===== src/rtl/gpu_pkg.sv =====
// gpu_pkg: arbiter state encoding and default memory widths shared with the LSU.
package gpu_pkg;
  localparam int DEF_ADDR_BITS = 8;
  localparam int DEF_DATA_BITS = 8;
  typedef enum logic [2:0] {IDLE, READ_WAIT, WRITE_WAIT, READ_RELAY, WRITE_RELAY} arb_state_t;
endpackage


===== src/rtl/rr_picker.sv =====
// rr_picker: combinational round-robin pick of the first set request at or after ptr.
module rr_picker #(
  parameter int N = 4,
  parameter int IW = (N > 1) ? $clog2(N) : 1
) (
  input  logic [N-1:0]  req,
  input  logic [IW-1:0] ptr,
  output logic          found,
  output logic [IW-1:0] idx
);
  logic [IW-1:0] j;
  // Walk from the farthest slot back to ptr so the closest requester is written last.
  always_comb begin
    found = 1'b0;
    idx = '0;
    j = '0;
    for (int k = N - 1; k >= 0; k--) begin
      j = IW'((int'(ptr) + k) % N);
      if (req[j]) begin
        found = 1'b1;
        idx = j;
      end
    end
  end
endmodule


===== src/rtl/lsu_mem_arbiter.sv =====
// lsu_mem_arbiter: round-robin share of one data-memory port among NUM_LSUS LSUs.
// Define LSU_MEM_ARBITER_STATS_EN to add saturating read/write/wait statistics ports.
module lsu_mem_arbiter
  import gpu_pkg::*;
#(
  parameter int NUM_LSUS  = 4,
  parameter int ADDR_BITS = DEF_ADDR_BITS,
  parameter int DATA_BITS = DEF_DATA_BITS
) (
  input  logic                          clock,
  input  logic                          reset,
  input  logic [NUM_LSUS-1:0]           lsu_read_valid,
  input  logic [NUM_LSUS*ADDR_BITS-1:0] lsu_read_address,
  output logic [NUM_LSUS-1:0]           lsu_read_ready,
  output logic [NUM_LSUS*DATA_BITS-1:0] lsu_read_data,
  input  logic [NUM_LSUS-1:0]           lsu_write_valid,
  input  logic [NUM_LSUS*ADDR_BITS-1:0] lsu_write_address,
  input  logic [NUM_LSUS*DATA_BITS-1:0] lsu_write_data,
  output logic [NUM_LSUS-1:0]           lsu_write_ready,
  output logic                          mem_read_valid,
  output logic [ADDR_BITS-1:0]          mem_read_address,
  input  logic                          mem_read_ready,
  input  logic [DATA_BITS-1:0]          mem_read_data,
  output logic                          mem_write_valid,
  output logic [ADDR_BITS-1:0]          mem_write_address,
  output logic [DATA_BITS-1:0]          mem_write_data,
  input  logic                          mem_write_ready
`ifdef LSU_MEM_ARBITER_STATS_EN
  ,
  output logic [15:0]                   stat_reads,
  output logic [15:0]                   stat_writes,
  output logic [15:0]                   stat_wait_cycles
`endif
);
  localparam int IW = (NUM_LSUS > 1) ? $clog2(NUM_LSUS) : 1;
  arb_state_t state, next_state;
  logic [IW-1:0] rr_ptr, grant, pick;
  logic found;
  logic [NUM_LSUS-1:0] req;
  assign req = lsu_read_valid | lsu_write_valid;
  rr_picker #(.N(NUM_LSUS), .IW(IW)) u_picker (.req(req), .ptr(rr_ptr), .found(found), .idx(pick));
  always_comb begin
    next_state = state;
    case (state)
      IDLE:        next_state = !found ? IDLE : lsu_read_valid[pick] ? READ_WAIT : WRITE_WAIT;
      READ_WAIT:   next_state = mem_read_ready ? READ_RELAY : READ_WAIT;
      WRITE_WAIT:  next_state = mem_write_ready ? WRITE_RELAY : WRITE_WAIT;
      READ_RELAY:  next_state = lsu_read_valid[grant] ? READ_RELAY : IDLE;
      WRITE_RELAY: next_state = lsu_write_valid[grant] ? WRITE_RELAY : IDLE;
      default:     next_state = IDLE;
    endcase
  end
  always_ff @(posedge clock or negedge reset) begin
    if (!reset) state <= IDLE;
    else state <= next_state;
  end
  always_ff @(posedge clock or negedge reset) begin
    if (!reset) begin
      rr_ptr <= '0;
      grant <= '0;
      mem_read_valid <= 1'b0;
      mem_read_address <= '0;
      mem_write_valid <= 1'b0;
      mem_write_address <= '0;
      mem_write_data <= '0;
      lsu_read_ready <= '0;
      lsu_write_ready <= '0;
      lsu_read_data <= '0;
    end else begin
      if (state == IDLE && found) begin
        grant <= pick;
        rr_ptr <= (pick == IW'(NUM_LSUS - 1)) ? '0 : pick + 1'b1;
        if (lsu_read_valid[pick]) begin
          mem_read_valid <= 1'b1;
          mem_read_address <= lsu_read_address[pick*ADDR_BITS +: ADDR_BITS];
        end else begin
          mem_write_valid <= 1'b1;
          mem_write_address <= lsu_write_address[pick*ADDR_BITS +: ADDR_BITS];
          mem_write_data <= lsu_write_data[pick*DATA_BITS +: DATA_BITS];
        end
      end
      if (state == READ_WAIT && mem_read_ready) begin
        mem_read_valid <= 1'b0;
        lsu_read_data[grant*DATA_BITS +: DATA_BITS] <= mem_read_data;
        lsu_read_ready[grant] <= 1'b1;
      end
      if (state == WRITE_WAIT && mem_write_ready) begin
        mem_write_valid <= 1'b0;
        lsu_write_ready[grant] <= 1'b1;
      end
      if (state == READ_RELAY && !lsu_read_valid[grant]) lsu_read_ready <= '0;
      if (state == WRITE_RELAY && !lsu_write_valid[grant]) lsu_write_ready <= '0;
    end
  end
`ifdef LSU_MEM_ARBITER_STATS_EN
  logic [NUM_LSUS-1:0] served;
  logic read_grant, write_grant, waiting;
  // The granted LSU counts as served from grant until the arbiter returns to IDLE.
  assign served = (state == IDLE) ? '0 : NUM_LSUS'(1) << grant;
  assign read_grant = state == IDLE && found && lsu_read_valid[pick];
  assign write_grant = state == IDLE && found && !lsu_read_valid[pick];
  assign waiting = |(req & ~served);
  always_ff @(posedge clock or negedge reset) begin
    if (!reset) begin
      stat_reads <= '0;
      stat_writes <= '0;
      stat_wait_cycles <= '0;
    end else begin
      stat_reads <= stat_reads + 16'(read_grant && stat_reads != 16'hFFFF);
      stat_writes <= stat_writes + 16'(write_grant && stat_writes != 16'hFFFF);
      stat_wait_cycles <= stat_wait_cycles + 16'(waiting && stat_wait_cycles != 16'hFFFF);
    end
  end
`endif
endmodule


===== config.mk =====
export PLATFORM = sky130hd
export DESIGN_NAME = lsu_mem_arbiter
export DESIGN_NICKNAME = d
export VERILOG_FILES = /design/src/rtl/gpu_pkg.sv /design/src/rtl/rr_picker.sv /design/src/rtl/lsu_mem_arbiter.sv
export SDC_FILE = /design/constraint.sdc
export NUM_CORES = 1
export LEC_CHECK = 0
export BUFFER_PORTS_ARGS = -buffer_cell sky130_fd_sc_hd__buf_2
export CAP_MARGIN = 10
export CORE_MARGIN = 3
export CORE_UTILIZATION = 44
export CTS_BUF_LIST = sky130_fd_sc_hd__clkbuf_2
export DETAILED_ROUTE_END_ITERATION = 6
export MAX_ROUTING_LAYER = met4
export PLACE_DENSITY = 0.78
export SYNTH_ARGS = -nofsm -noshare
export SYNTH_HDL_FRONTEND = slang
export SYNTH_SLANG_ARGS = --single-unit

===== constraint.sdc =====
create_clock -name clock -period 2 [get_ports clock]
set_input_delay 0.2 -clock clock [delete_from_list [all_inputs] [get_ports clock]]
set_output_delay 0.2 -clock clock [all_outputs]
set_load 0.01 [all_outputs]

==> impl_metrics.json <==
{
  "drive_above_1_share_pct": 48.4,
  "yosysSeqAreaShare_pct": 45.1,
  "synth_commonest_cells": "nand2_1 (76), dfrtp_1 (73), mux2i_1 (72)",
  "p_per_area_nw_per_um2": 1430,
  "worst_ir_drop_vdd_v": 0.000681,
  "antennaDiodeCount": 0,
  "ant_nets": 0,
  "outcome": "finished, violations left",
  "p_leak_uw": 0.00298,
  "endpoint": "mem_write_address[7]$_DFFE_PN0P_",
  "synth.avg_cell_area_um2": 10.6,
  "clk_pin_slew_ps": 260,
  "setup_slack_ps": -218,
  "vias": 3760,
  "grt_pass1_wl_um": 17900,
  "dieArea_um2": 10400,
  "first_iter_violations": 108,
  "synth-seq-cells": 73,
  "fmax_ghz": 0.451,
  "finalMaxSlewViolations": 0,
  "setup_viol": 26,
  "areaGrowthSynthToFinish_pct": 43.3,
  "grt_usage_pct": 22.4,
  "die_h_um": 102,
  "drt-wirelength-per-cell_um": 16.1,
  "synth_compound_area_share_pct": 10.7,
  "nets": 742,
  "antenna_found_initial": 0,
  "ys_warn_count": 0,
  "synthesis.nets": 508,
  "synthXorXnorAreaFrac_pct": 0,
  "dp_hpwl_um": 8740,
  "synthCells": 383,
  "via_per_inst": 5.15,
  "cts.sinks": 73,
  "crit_path_max_fanout": 16,
  "p_total_uw": 8330,
  "yosysTopAreaCell": "dfrtp_1",
  "rows": 34,
  "endpoint_kind": "register",
  "grt_pass1_vias": 3768,
  "synthAdderAreaFrac_pct": 2.78,
  "fill_cells": 721,
  "grt_setup_unrepaired": "yes",
  "tightest_slew_ps": 916,
  "preCtsSetupSlack_ps": -296,
  "period_needed_ps": 2220,
  "cp.required_ps": 2430,
  "critPathArrivalTime_ps": 2650,
  "fin_crit_sh_pct": 111,
  "worst-r2r-setup-slack_ps": -220,
  "place_congestion": 0.797,
  "io_pins": 182,
  "grt_max_degree": 74,
  "synth_simple_gate_area_share_pct": 11.9,
  "tritoncts": "built",
  "grt-ovfl-total": 0,
  "synth_area_leaders": "dfrtp_1 (45%), mux2i_1 (18%), nand2_1 (7.0%)",
  "hold_class": "primary input to register",
  "slew_headroom_pct": 38.9,
  "synthMuxAreaShare_pct": 26.4,
  "totalWireLength_um": 11700,
  "yosysUniqueCellTypes": 40,
  "finalHoldViolCount": 0,
  "numPortBuffers": 181,
  "first_pass_iters": 4,
  "insertion_delay_ps": 510,
  "reg2regPathDepth": 7,
  "fin_skew_ps": 30.7,
  "failed_checks": "setup timing",
  "die_w_um": 102,
  "synthesis.area_um2": 4050,
  "yosys.area.top_type_share_pct": 45.1,
  "yosysMostFrequentCell": "nand2_1",
  "r2r-start": "rr_ptr[0]$_DFFE_PN0P_",
  "synth_top_family_by_area": "multiplexers",
  "timing.rr.end": "mem_write_address[7]$_DFFE_PN0P_",
  "maxCapViolations": 0,
  "criticalPathCategory": "register to register",
  "start_util_pct": 45.8,
  "h-tree-depth": 3,
  "synth_async_sr_flop_share_pct": 100,
  "cp-start-kind": "register",
  "synth-edff-count": 0,
  "core_area_um2": 8850,
  "synth_ff_type": "dfrtp_1",
  "numCtsBuffers": 9,
  "critPathLaunch": "rr_ptr[0]$_DFFE_PN0P_",
  "drc_errors": 0,
  "cts.path.max_buffers": 2,
  "root_buffer": "clkbuf_2"
}
-- critical path, stage by stage, from the launching register on --
cell and delay [ps]:
dfrtp_1 480, inv_2 90, a2111oi_4 360, o31ai_2 100
or3_4 390, a21boi_4 180, buf_12 180, mux2_2 350
-- state kept, by name, indices dropped and copies added (netlist names) --
signal	flops
grant	2
lsu_read_data	32
lsu_read_ready	4
lsu_write_ready	4
mem_read_address	8
mem_read_valid	1
mem_write_address	8
mem_write_data	8
mem_write_valid	1
rr_ptr	2
state	3
-- cells in the final DEF, fill, tap and decap left out, drive strengths merged, types with 2 or more instances in the layout --
master and count:
nor3 6, dfrtp 73, buf 229, a21boi 2, dlygate4sd3 9, mux2i 72, nand2 76, nor3b 4
or2 3, clkbuf 9, a21oi 16, nor2 12, o31ai 2, mux4 2, ha 9, mux2 24
inv 12, nor2b 4, o21ai 42, nand3 2
-- layer usage --
metal,wire length (um),part of all wire (%),vias up,track usage (%)
met3,514,4.4,26,3.41
li1,-,-,1826,-
met1,4900,42,1797,27.7
met2,6080,52,111,37.3
met5,0,0,-,-
met4,250,2.1,0,8.17
-- how the worst min path moves through the flow --
stage                   startpoint                         endpoint  slack, ps  cells after the start
2_1_floorplan                reset             grant[0]$_DFFE_PN0P_       -100                      0
3_3_place_gp                 reset    lsu_read_ready[1]$_DFFE_PN0P_        390                      1
3_5_place_dp                 reset    lsu_read_ready[1]$_DFFE_PN0P_        410                      1
4_1_cts        lsu_read_address[8]  mem_read_address[0]$_DFFE_PN0P_         40                      4
5_1_grt        lsu_read_address[4]  mem_read_address[4]$_DFFE_PN0P_         70                      4
6_report         lsu_write_data[7]    mem_write_data[7]$_DFFE_PN0P_         90                      4
-- final cells by class --
class	count	area, um^2	area share (%)
Sequential cell	73	1830	31.5
Inverter	7	26.3	0.452
Multi-Input combinational cell	288	2280	39.2
Timing Repair Buffer	238	1410	24.3
Tap cell	108	135	2.33
Clock buffer	9	45.0	0.776
Clock inverter	7	83.8	1.44
-- kinds of logic after synthesis --
group | after synthesis
muxes | 98
AOI/OAI and AO/OA | 72
adders and majority gates | 9
and+or+nand+nor | 108
buffers and inverters | 23
DFF | 73
-- report_power, final --
group	total [uW]	switching (uW)	internal, uW
sequential	2490	384	2110
clock	939	622	317
combinational	4900	2400	2500
-- per-stage QoR --
step / instances / hold slack (ps) / cell area, um^2 / utilization (%) / TNS (ps)
finish: 730 / 90.0 / 5810 / 65.6 / -3860
global route: 730 / 66.1 / 5810 / 65.6 / -5630
CTS: 728 / 37.0 / 5730 / 64.7 / -4110
detailed placement: 697 / 406 / 5340 / 60.4 / -6970
global placement: 697 / 391 / 5340 / 60.4 / -6120
floorplan: 383 / -95.6 / 4060 / - / -2250
-- what timing repair did --
action                                 CTS  global route
setup endpoints to repair               52            63
pin swaps                                3             2
resized for setup                       25            19
buffers inserted                         5             2
cloned                                   1             0
endpoints found under the hold margin  105             0
hold buffers                             9             0
Note: power is estimated with default switching activity, not from simulation.
